==> src/rtl/exec_muldiv_ctrl.sv <==
// Iterative multiply/divide sequencer for the execute stage (RV64 M: MUL, DIV[U], REM[U], W forms).
// One iteration per cycle; special divide cases complete one cycle after accept.
module exec_muldiv_ctrl #(
    parameter int unsigned WIDTH = 64
) (
    input  logic             clk,
    input  logic             reset,
    input  logic             flush,
    input  logic             valid_in,
    output logic             ready,
    input  logic [2:0]       op,
    input  logic             word,
    input  logic [WIDTH-1:0] a,
    input  logic [WIDTH-1:0] b,
    output logic             busy,
    output logic             done,
    output logic [WIDTH-1:0] result
);
    localparam int unsigned HALF = WIDTH / 2;
    localparam int unsigned CNTW = $clog2(WIDTH + 1);

    localparam logic [2:0] OP_MUL  = 3'd0;
    localparam logic [2:0] OP_DIV  = 3'd1;
    localparam logic [2:0] OP_DIVU = 3'd2;
    localparam logic [2:0] OP_REM  = 3'd3;
    localparam logic [2:0] OP_REMU = 3'd4;

    typedef enum logic [1:0] {IDLE, CALC, DONE} state_t;

    state_t state, stateNext;

    logic [2:0]       opReg;
    logic             wordReg;
    logic             specialReg;
    logic [WIDTH-1:0] specReg;
    logic             negQ, negR;
    logic [WIDTH-1:0] accReg;   // product or partial remainder
    logic [WIDTH-1:0] xReg;     // multiplier or dividend/quotient
    logic [WIDTH-1:0] yReg;     // multiplicand or divisor
    logic [CNTW-1:0]  cnt;

    logic             accept;
    logic             isMul, isSigned, isQuot, isReserved;
    logic [WIDTH-1:0] aExt, bExt, aMag, bMag, minNeg, specVal;
    logic             aNeg, bNeg, divZero, divOvf, isSpecial;
    logic [WIDTH:0]   divShift;
    logic             qBit;
    logic [WIDTH-1:0] divRem;
    logic [WIDTH-1:0] rawRes;

    // Operand preparation and special-case detection at accept
    always_comb begin
        isMul      = (op == OP_MUL);
        isSigned   = (op == OP_DIV) || (op == OP_REM);
        isQuot     = (op == OP_DIV) || (op == OP_DIVU);
        isReserved = (op > OP_REMU);
        if (word) begin
            aExt   = isSigned ? {{HALF{a[HALF-1]}}, a[HALF-1:0]} : {{HALF{1'b0}}, a[HALF-1:0]};
            bExt   = isSigned ? {{HALF{b[HALF-1]}}, b[HALF-1:0]} : {{HALF{1'b0}}, b[HALF-1:0]};
            minNeg = {{HALF{1'b1}}, 1'b1, {(HALF-1){1'b0}}};
        end else begin
            aExt   = a;
            bExt   = b;
            minNeg = {1'b1, {(WIDTH-1){1'b0}}};
        end
        aNeg    = isSigned && aExt[WIDTH-1];
        bNeg    = isSigned && bExt[WIDTH-1];
        aMag    = aNeg ? -aExt : aExt;
        bMag    = bNeg ? -bExt : bExt;
        divZero = (bExt == '0);
        divOvf  = isSigned && (aExt == minNeg) && (bExt == '1);
        specVal = '0;
        if (!isMul && !isReserved) begin
            if (divZero)
                specVal = isQuot ? '1 : aExt;
            else if (divOvf)
                specVal = isQuot ? aExt : '0;
        end
        isSpecial = isReserved || (!isMul && (divZero || divOvf));
    end

    // Restoring divide step
    always_comb begin
        divShift = {accReg, xReg[WIDTH-1]};
        qBit     = (divShift >= {1'b0, yReg});
        divRem   = qBit ? WIDTH'(divShift - {1'b0, yReg}) : divShift[WIDTH-1:0];
    end

    always_ff @(posedge clk or posedge reset) begin
        if (reset)
            state <= IDLE;
        else
            state <= stateNext;
    end

    // Next state and control outputs
    always_comb begin
        stateNext = state;
        accept    = 1'b0;
        ready     = 1'b0;
        busy      = 1'b0;
        done      = 1'b0;
        case (state)
            IDLE: begin
                ready = 1'b1;
                if (valid_in && !flush) begin
                    accept    = 1'b1;
                    stateNext = isSpecial ? DONE : CALC;
                end
            end
            CALC: begin
                busy = 1'b1;
                if (flush)
                    stateNext = IDLE;
                else if (cnt == CNTW'(1))
                    stateNext = DONE;
            end
            DONE: begin
                busy      = 1'b1;
                done      = !flush;
                stateNext = IDLE;
            end
            default: stateNext = IDLE;
        endcase
    end

    always_ff @(posedge clk or posedge reset) begin
        if (reset) begin
            opReg      <= '0;
            wordReg    <= 1'b0;
            specialReg <= 1'b0;
            specReg    <= '0;
            negQ       <= 1'b0;
            negR       <= 1'b0;
            accReg     <= '0;
            xReg       <= '0;
            yReg       <= '0;
            cnt        <= '0;
        end else if (accept) begin
            opReg      <= op;
            wordReg    <= word;
            specialReg <= isSpecial;
            specReg    <= specVal;
            negQ       <= aNeg ^ bNeg;
            negR       <= aNeg;
            accReg     <= '0;
            cnt        <= word ? CNTW'(HALF) : CNTW'(WIDTH);
            if (isMul) begin
                xReg <= bExt;
                yReg <= aExt;
            end else begin
                // W divides start with the dividend MSB-aligned so the step logic is width-agnostic
                xReg <= word ? (aMag << HALF) : aMag;
                yReg <= bMag;
            end
        end else if (state == CALC) begin
            cnt <= cnt - CNTW'(1);
            if (opReg == OP_MUL) begin
                if (xReg[0])
                    accReg <= accReg + yReg;
                xReg <= xReg >> 1;
                yReg <= yReg << 1;
            end else begin
                accReg <= divRem;
                xReg   <= {xReg[WIDTH-2:0], qBit};
            end
        end
    end

    // Sign correction and W-form extension, visible only while done
    always_comb begin
        case (opReg)
            OP_MUL:          rawRes = accReg;
            OP_DIV, OP_DIVU: rawRes = negQ ? -xReg : xReg;
            OP_REM, OP_REMU: rawRes = negR ? -accReg : accReg;
            default:         rawRes = '0;
        endcase
        if (specialReg)
            rawRes = specReg;
        if (wordReg)
            rawRes = {{HALF{rawRes[HALF-1]}}, rawRes[HALF-1:0]};
        result = done ? rawRes : '0;
    end

endmodule

==> config.mk <==
export PLATFORM = sky130hd
export DESIGN_NAME = exec_muldiv_ctrl
export DESIGN_NICKNAME = d
export VERILOG_FILES = /design/src/rtl/exec_muldiv_ctrl.sv
export SDC_FILE = /design/constraint.sdc
export NUM_CORES = 2
export LEC_CHECK = 0
export ABC_AREA = 1
export BUFFER_PORTS_ARGS = -buffer_cell sky130_fd_sc_hd__buf_2
export CELL_PAD_IN_SITES_DETAIL_PLACEMENT = 0
export CELL_PAD_IN_SITES_GLOBAL_PLACEMENT = 1
export CORE_UTILIZATION = 31
export CTS_BUF_LIST = sky130_fd_sc_hd__clkbuf_8
export DETAILED_ROUTE_END_ITERATION = 16
export GPL_ROUTABILITY_DRIVEN = 1
export HOLD_SLACK_MARGIN = 0.15
export PLACE_DENSITY_LB_ADDON = 0.1
export REMOVE_ABC_BUFFERS = 1
export SYNTH_ARGS = -nofsm -noshare
export SYNTH_HDL_FRONTEND = slang
export SYNTH_SLANG_ARGS = --single-unit
==> constraint.sdc <==
create_clock -name clk -period 11.05 [get_ports clk]
set_clock_uncertainty 0.15 [all_clocks]
set_input_delay 3.315 -clock clk [delete_from_list [all_inputs] [get_ports clk]]
set_output_delay 3.315 -clock clk [all_outputs]
set_load 0.02 [all_outputs]
After elaboration in Yosys (flattened, before gate mapping)
Cells that the tools add are included.
{ "totals": {"register_bits": 272, "input_bits": 136, "out_inout_bits": 67} }
{ "op_classes": {"addsub": 7, "magnitude_cmp": 2, "n_eq_ne": 15, "n_mux": 45, "n_bitwise": 1, "n_reduce_logical": 26} }
{ "op_table": {"columns": ["cell", "n"], "rows": [
  ["2-to-1 mux 64 bit", 30],
  ["negator 64 bit", 4],
  ["one-hot mux 64 bit (3 select lines)", 1],
  ["greater-or-equal comparator 65 x 64 -> 1 bit", 1],
  ["adder 64 bit", 1],
  ["== test 64 bit", 1],
  ["== test 64 bit, second input constant", 1],
  ["logical NOT 64 bit", 1],
  ["subtractor 64 bit", 1],
  ["2-to-1 mux 63 bit", 1],
  ["2-to-1 mux 7 bit", 3],
  ["== test 3 x 2 -> 1 bit, second input constant", 4],
  ["2-to-1 mux 2 bit", 4],
  ["== test 7 x 1 -> 1 bit, second input constant", 1],
  ["logical AND 1 bit", 7],
  ["subtractor 7 x 1 -> 7 bit, second input constant", 1],
  ["== test 3 x 1 -> 1 bit, second input constant", 2],
  ["logical NOT 3 bit", 2],
  ["inequality test 3 bit, second input constant", 2],
  ["AND reduction 2 bit", 3],
  ["OR reduction 2 bit", 3],
  ["2-to-1 mux 1 bit", 5],
  ["logical OR 1 bit", 4],
  ["one-hot mux 2 bit (2 select lines)", 1],
  ["other kinds (9)", 12]
]} }

Longest topological paths before layout
{ "depth": {"word_depth": 13, "mapped_depth": 19, "mapped_depth_nobuf": 19} }

Worst setup path before layout
Ideal clock, no wire load.
{ "synth_timing": {"path_kind": "input to output", "start": "input flush", "end": "output result[32]", "arrival_time_ns": 4.380, "required_time_ns": 7.585, "path_slack_ns": 3.205, "stages": 8, "n_path_buf": 1, "cell_sequence": "inv_1 -> nand2_1 -> inv_1 -> nand2_1 -> nand2_2 -> buf_4 -> nand2_1 -> inv_1"} }
{ "synth_between": {"elab_chain_cells": 3} }
{ "synth_lines": {"columns": ["item", "line_no", "source"], "rows": [
  ["start, declared", "8", "input logic flush,"],
  ["logical NOT 1 bit", "120", "done = !flush;"],
  ["2-to-1 mux 1 bit", "103", "case (state)"],
  ["via done", "16", "output logic done,"],
  ["2-to-1 mux 64 bit", "182", "result = done ? rawRes : '0;"],
  ["end, declared", "17", "output logic [WIDTH-1:0] result"]
]} }
The timed path passes the listed nets, and every way through them passes these cells.

Worst setup path in the final report
{ "layout_timing": {"start": "input flush", "end": "output result[36]"} }
{ "layout_between": {"elab_chain_cells": 3} }
{ "layout_lines": {"columns": ["item", "line_no"], "rows": [
  ["logical NOT 1 bit", "120"],
  ["2-to-1 mux 1 bit", "103"],
  ["2-to-1 mux 64 bit", "182"]
]} }
No other way between the ends.

==> results.ini <==
[logic_synthesis]
postSynthCellCount = 7259
yosysTopAreaCell = nand2_1
synth_cell_types = 48
synth_enable_flop_cells = 0
synth-seq-area-share = 0.177
async_flop_share = 1.00
yosysWarnings = 0
synth.avg_cell_area_um2 = 5.30
ys_seq_elements = 272
synthFlopType = dfrtp_1
synth_top_cell_area_share = 0.254
ys_top_cells_by_area = nand2_1 25%, dfrtp_1 18%, inv_1 9.9%, nand3_1 9.1%, nor2_1 7.7%
synthesis.area_um2 = 38500

[drt]
remaining_drc_errors = 0
vias_per_cell = 5.47
dr.pass1.iters = 6
postRouteAntennaNets = 0
dr_total_vias = 49100
wl_per_cell_um = 27.2
drt_iter0_markers = 5373
wl_um = 244000

[worst_setup_path]
cp.depth = 10
worstPathMaxFanout = 33
startpoint = flush
r2r_cells = 16
cp-start-kind = primary input
crit_required_ns = 7.59
r2r_slack_ns = 5.48
crit_buf_inv = 6
worstSetupPathType = primary input to primary output
rr_startpoint = accReg[31]
r2r_end = accReg[43]
cp.arrival_ns = 5.38
worstSetupEndpointType = primary output
cpPeakStageDelay_ns = 0.43
path_cells = buf_2 > inv_1 > nand2_1 > buf_4 > inv_1 > nand2_1 > nand2_2 > nand2_1 > inv_1 > buf_2
cp_slowest_cell = nand2_2
crit_family = simple AND/OR/NAND/NOR gates
worstSetupEndpoint = result[36]

[timing]
fmax_ghz = 0.113
setup-violations-final = 0
final_max_slew_viol_count = 0
slew_headroom = 0.0104
rsz0062_at_grt = false
tns_ns = 0
finalWorstSetupSlack_ns = 2.20
hold_violations = 0
finalHoldWorstSlack_ns = 0.330
min_period_ns = 8.85
min_period_over_period = 0.801
worst_slew_pin_slew_ns = 1.47

[power_and_ir_drop]
leakage_nw = 22.7
p_sw_frac = 0.643
comb_power_share = 0.739
pwr_density_cell_nw_per_um2 = 281
clockPowerShare = 0.104
p_sw_mw = 7.63
ir_drop_v = 0.000175
seqPwrFrac = 0.157
p_int_mw = 4.24

[global_route]
gr-total-overflow = 0
grtUsageTotal = 0.379
grt_pass1_wl_um = 343000
antenna_found_initial = 8
grt_pass1_vias = 47000
grt_max_degree = 169

[outcome]
violations = capacitance limit
outcome = complete, but fails checks

[clock_network]
cts_hold_buf = 0
cts_sinks = 272
cts_tree = done
path_clk_slew_ns = 0.06
clock_latency_ns = 0.77
cts_setup_buffers = 0
clk_path_buf_depth = 3
cts-resized-gates = 0
cts_root_buf = clkbuf_8
htreeDepth = 2
cts-buffers-inserted = 58

[floorplan]
coreArea_um2 = 123000
die_x_um = 354
num_io_pins = 203
placement_rows = 128
die_h_um = 354
initial_utilization = 0.314
fp.dieArea_um2 = 126000

[worst_hold_path]
hp-class = flop to flop

[cells_and_area]
fillCellCount = 14600
design.final.nets = 7595
final_area_um2 = 42200
syn_to_final_growth_pct = 9.80
drive_above_1_share = 0.0569

[placed_design]
portBuffers = 202
pre_cts_ws_ns = 2.25
placed_cell_area_um2 = 41000
dp.final_hpwl_um = 200000
gp_congestion = 1.05

[job]
drv_cap = 1

[cell usage in the layout (no fill, tap or decap), types with 14 or more instances in the layout]
cell type / n
nand2_1: 2602
inv_1: 1033
nor2_1: 785
nand3_1: 699
a21oi_1: 431
o21ai_0: 358
dfrtp_1: 269
buf_2: 202
nand4_1: 151
ha_1: 138
clkbuf_8: 74
buf_4: 64
nor3_1: 61
a22oi_1: 61
o211ai_1: 55
xor2_1: 43
nand3b_1: 40
o221ai_1: 35
xnor2_1: 31
o22ai_1: 31
o2111ai_1: 30
o21bai_1: 27
or2_2: 20
nor4_1: 14
[worst min-delay path by stage]
| stage | start | to | slack, ns | depth (start not counted) |
|---|---|---|---|---|
| CTS | specReg[39] | specReg[39] | 0.33 | 2 |
| finish | specReg[35] | specReg[35] | 0.33 | 2 |
| floorplan | specReg[31] | specReg[31] | 0.29 | 2 |
| global placement | specReg[39] | specReg[39] | 0.31 | 2 |
| detailed placement | specReg[35] | specReg[35] | 0.32 | 2 |
| global route | specReg[43] | specReg[43] | 0.35 | 2 |
[through the flow]
step / utilization / power, mW / std cells
finish: 0.345 / 11.9 / 8989
global placement: 0.335 / 10.4 / 8883
CTS: 0.345 / 11.7 / 8987
detailed placement: 0.335 / 10.4 / 8883
global route: 0.345 / 12.7 / 8988
floorplan: - / 6.88 / 6989
[state kept, by name (all words and copies together), names as in the netlist, 2 cells and up]
register  flops
accReg       64
cnt           7
opReg         3
specReg      64
state         2
xReg         64
yReg         64
[power groups by stage]
stage | Clock [mW] | Combinational (mW) | Sequential (mW)
floorplan | 0 | 5.24 | 1.64
global placement | 0 | 8.56 | 1.85
detailed placement | 0 | 8.56 | 1.85
CTS | 1.25 | 8.60 | 1.84
global route | 1.29 | 9.50 | 1.89
finish | 1.23 | 8.77 | 1.87
[cell type report]
type	count	area, um^2	share of cell area
Inverter	1032	3890	0.0921
Sequential cell	272	6810	0.161
Multi-Input combinational cell	5685	26700	0.633
Clock buffer	74	1020	0.0241
Antenna cell	2	5.00	0.000118
Clock inverter	30	215	0.00509
Timing Repair Buffer	269	1550	0.0367
Tap cell	1625	2030	0.0481
[per-layer routing]
layer,vias to the layer above,wire (um),global-route usage
li1,23500,-,-
met1,23300,102000,0.484
met2,1978,109000,0.607
met3,373,15900,0.0533
met4,2,17000,0.227
met5,-,13,0
[worst reg2reg max path, cell delays in order (launching register included)]
cell	delay [ns]
dfrtp_1	0.52
ha_1	0.46
nand2_1	0.17
nor2_1	0.18
inv_1	0.17
nor2_1	0.57
nand2_1	0.44
nor3_1	0.27
nand2_1	0.10
nand2_1	0.12
nand2_1	0.05
buf_4	0.29
nand2_2	0.62
buf_4	0.69
nand3_1	0.42
nand4_1	0.17
nand2_1	0.07
[cells in the mapped netlist, types with 40 or more instances]
| master | count |
|---|---|
| inv_1 | 1018 |
| a22oi_1 | 61 |
| nand2_1 | 2603 |
| ha_1 | 139 |
| nor3_1 | 61 |
| nand4_1 | 151 |
| nand3b_1 | 40 |
| nor2_1 | 793 |
| dfrtp_1 | 272 |
| o21ai_0 | 358 |
| xor2_1 | 43 |
| clkbuf_1 | 201 |
| nand3_1 | 700 |
| o211ai_1 | 55 |
| a21oi_1 | 431 |
[logic make-up (layout without fill, tap and decap cells)]
kind of cell / after synthesis / in the layout / synth area share
xor gates and xnor gates: 74 / 74 / 0.0168
DFF: 272 / 272 / 0.177
and+or+nand+nor: 4408 / 4408 / 0.473
other: 0 / 2 / 0
buffers and inverters: 1302 / 1405 / 0.130
adders and majority gates: 141 / 141 / 0.0462
AOI/OAI and AO/OA: 1062 / 1062 / 0.156
Power figures use the tool's default switching activity.
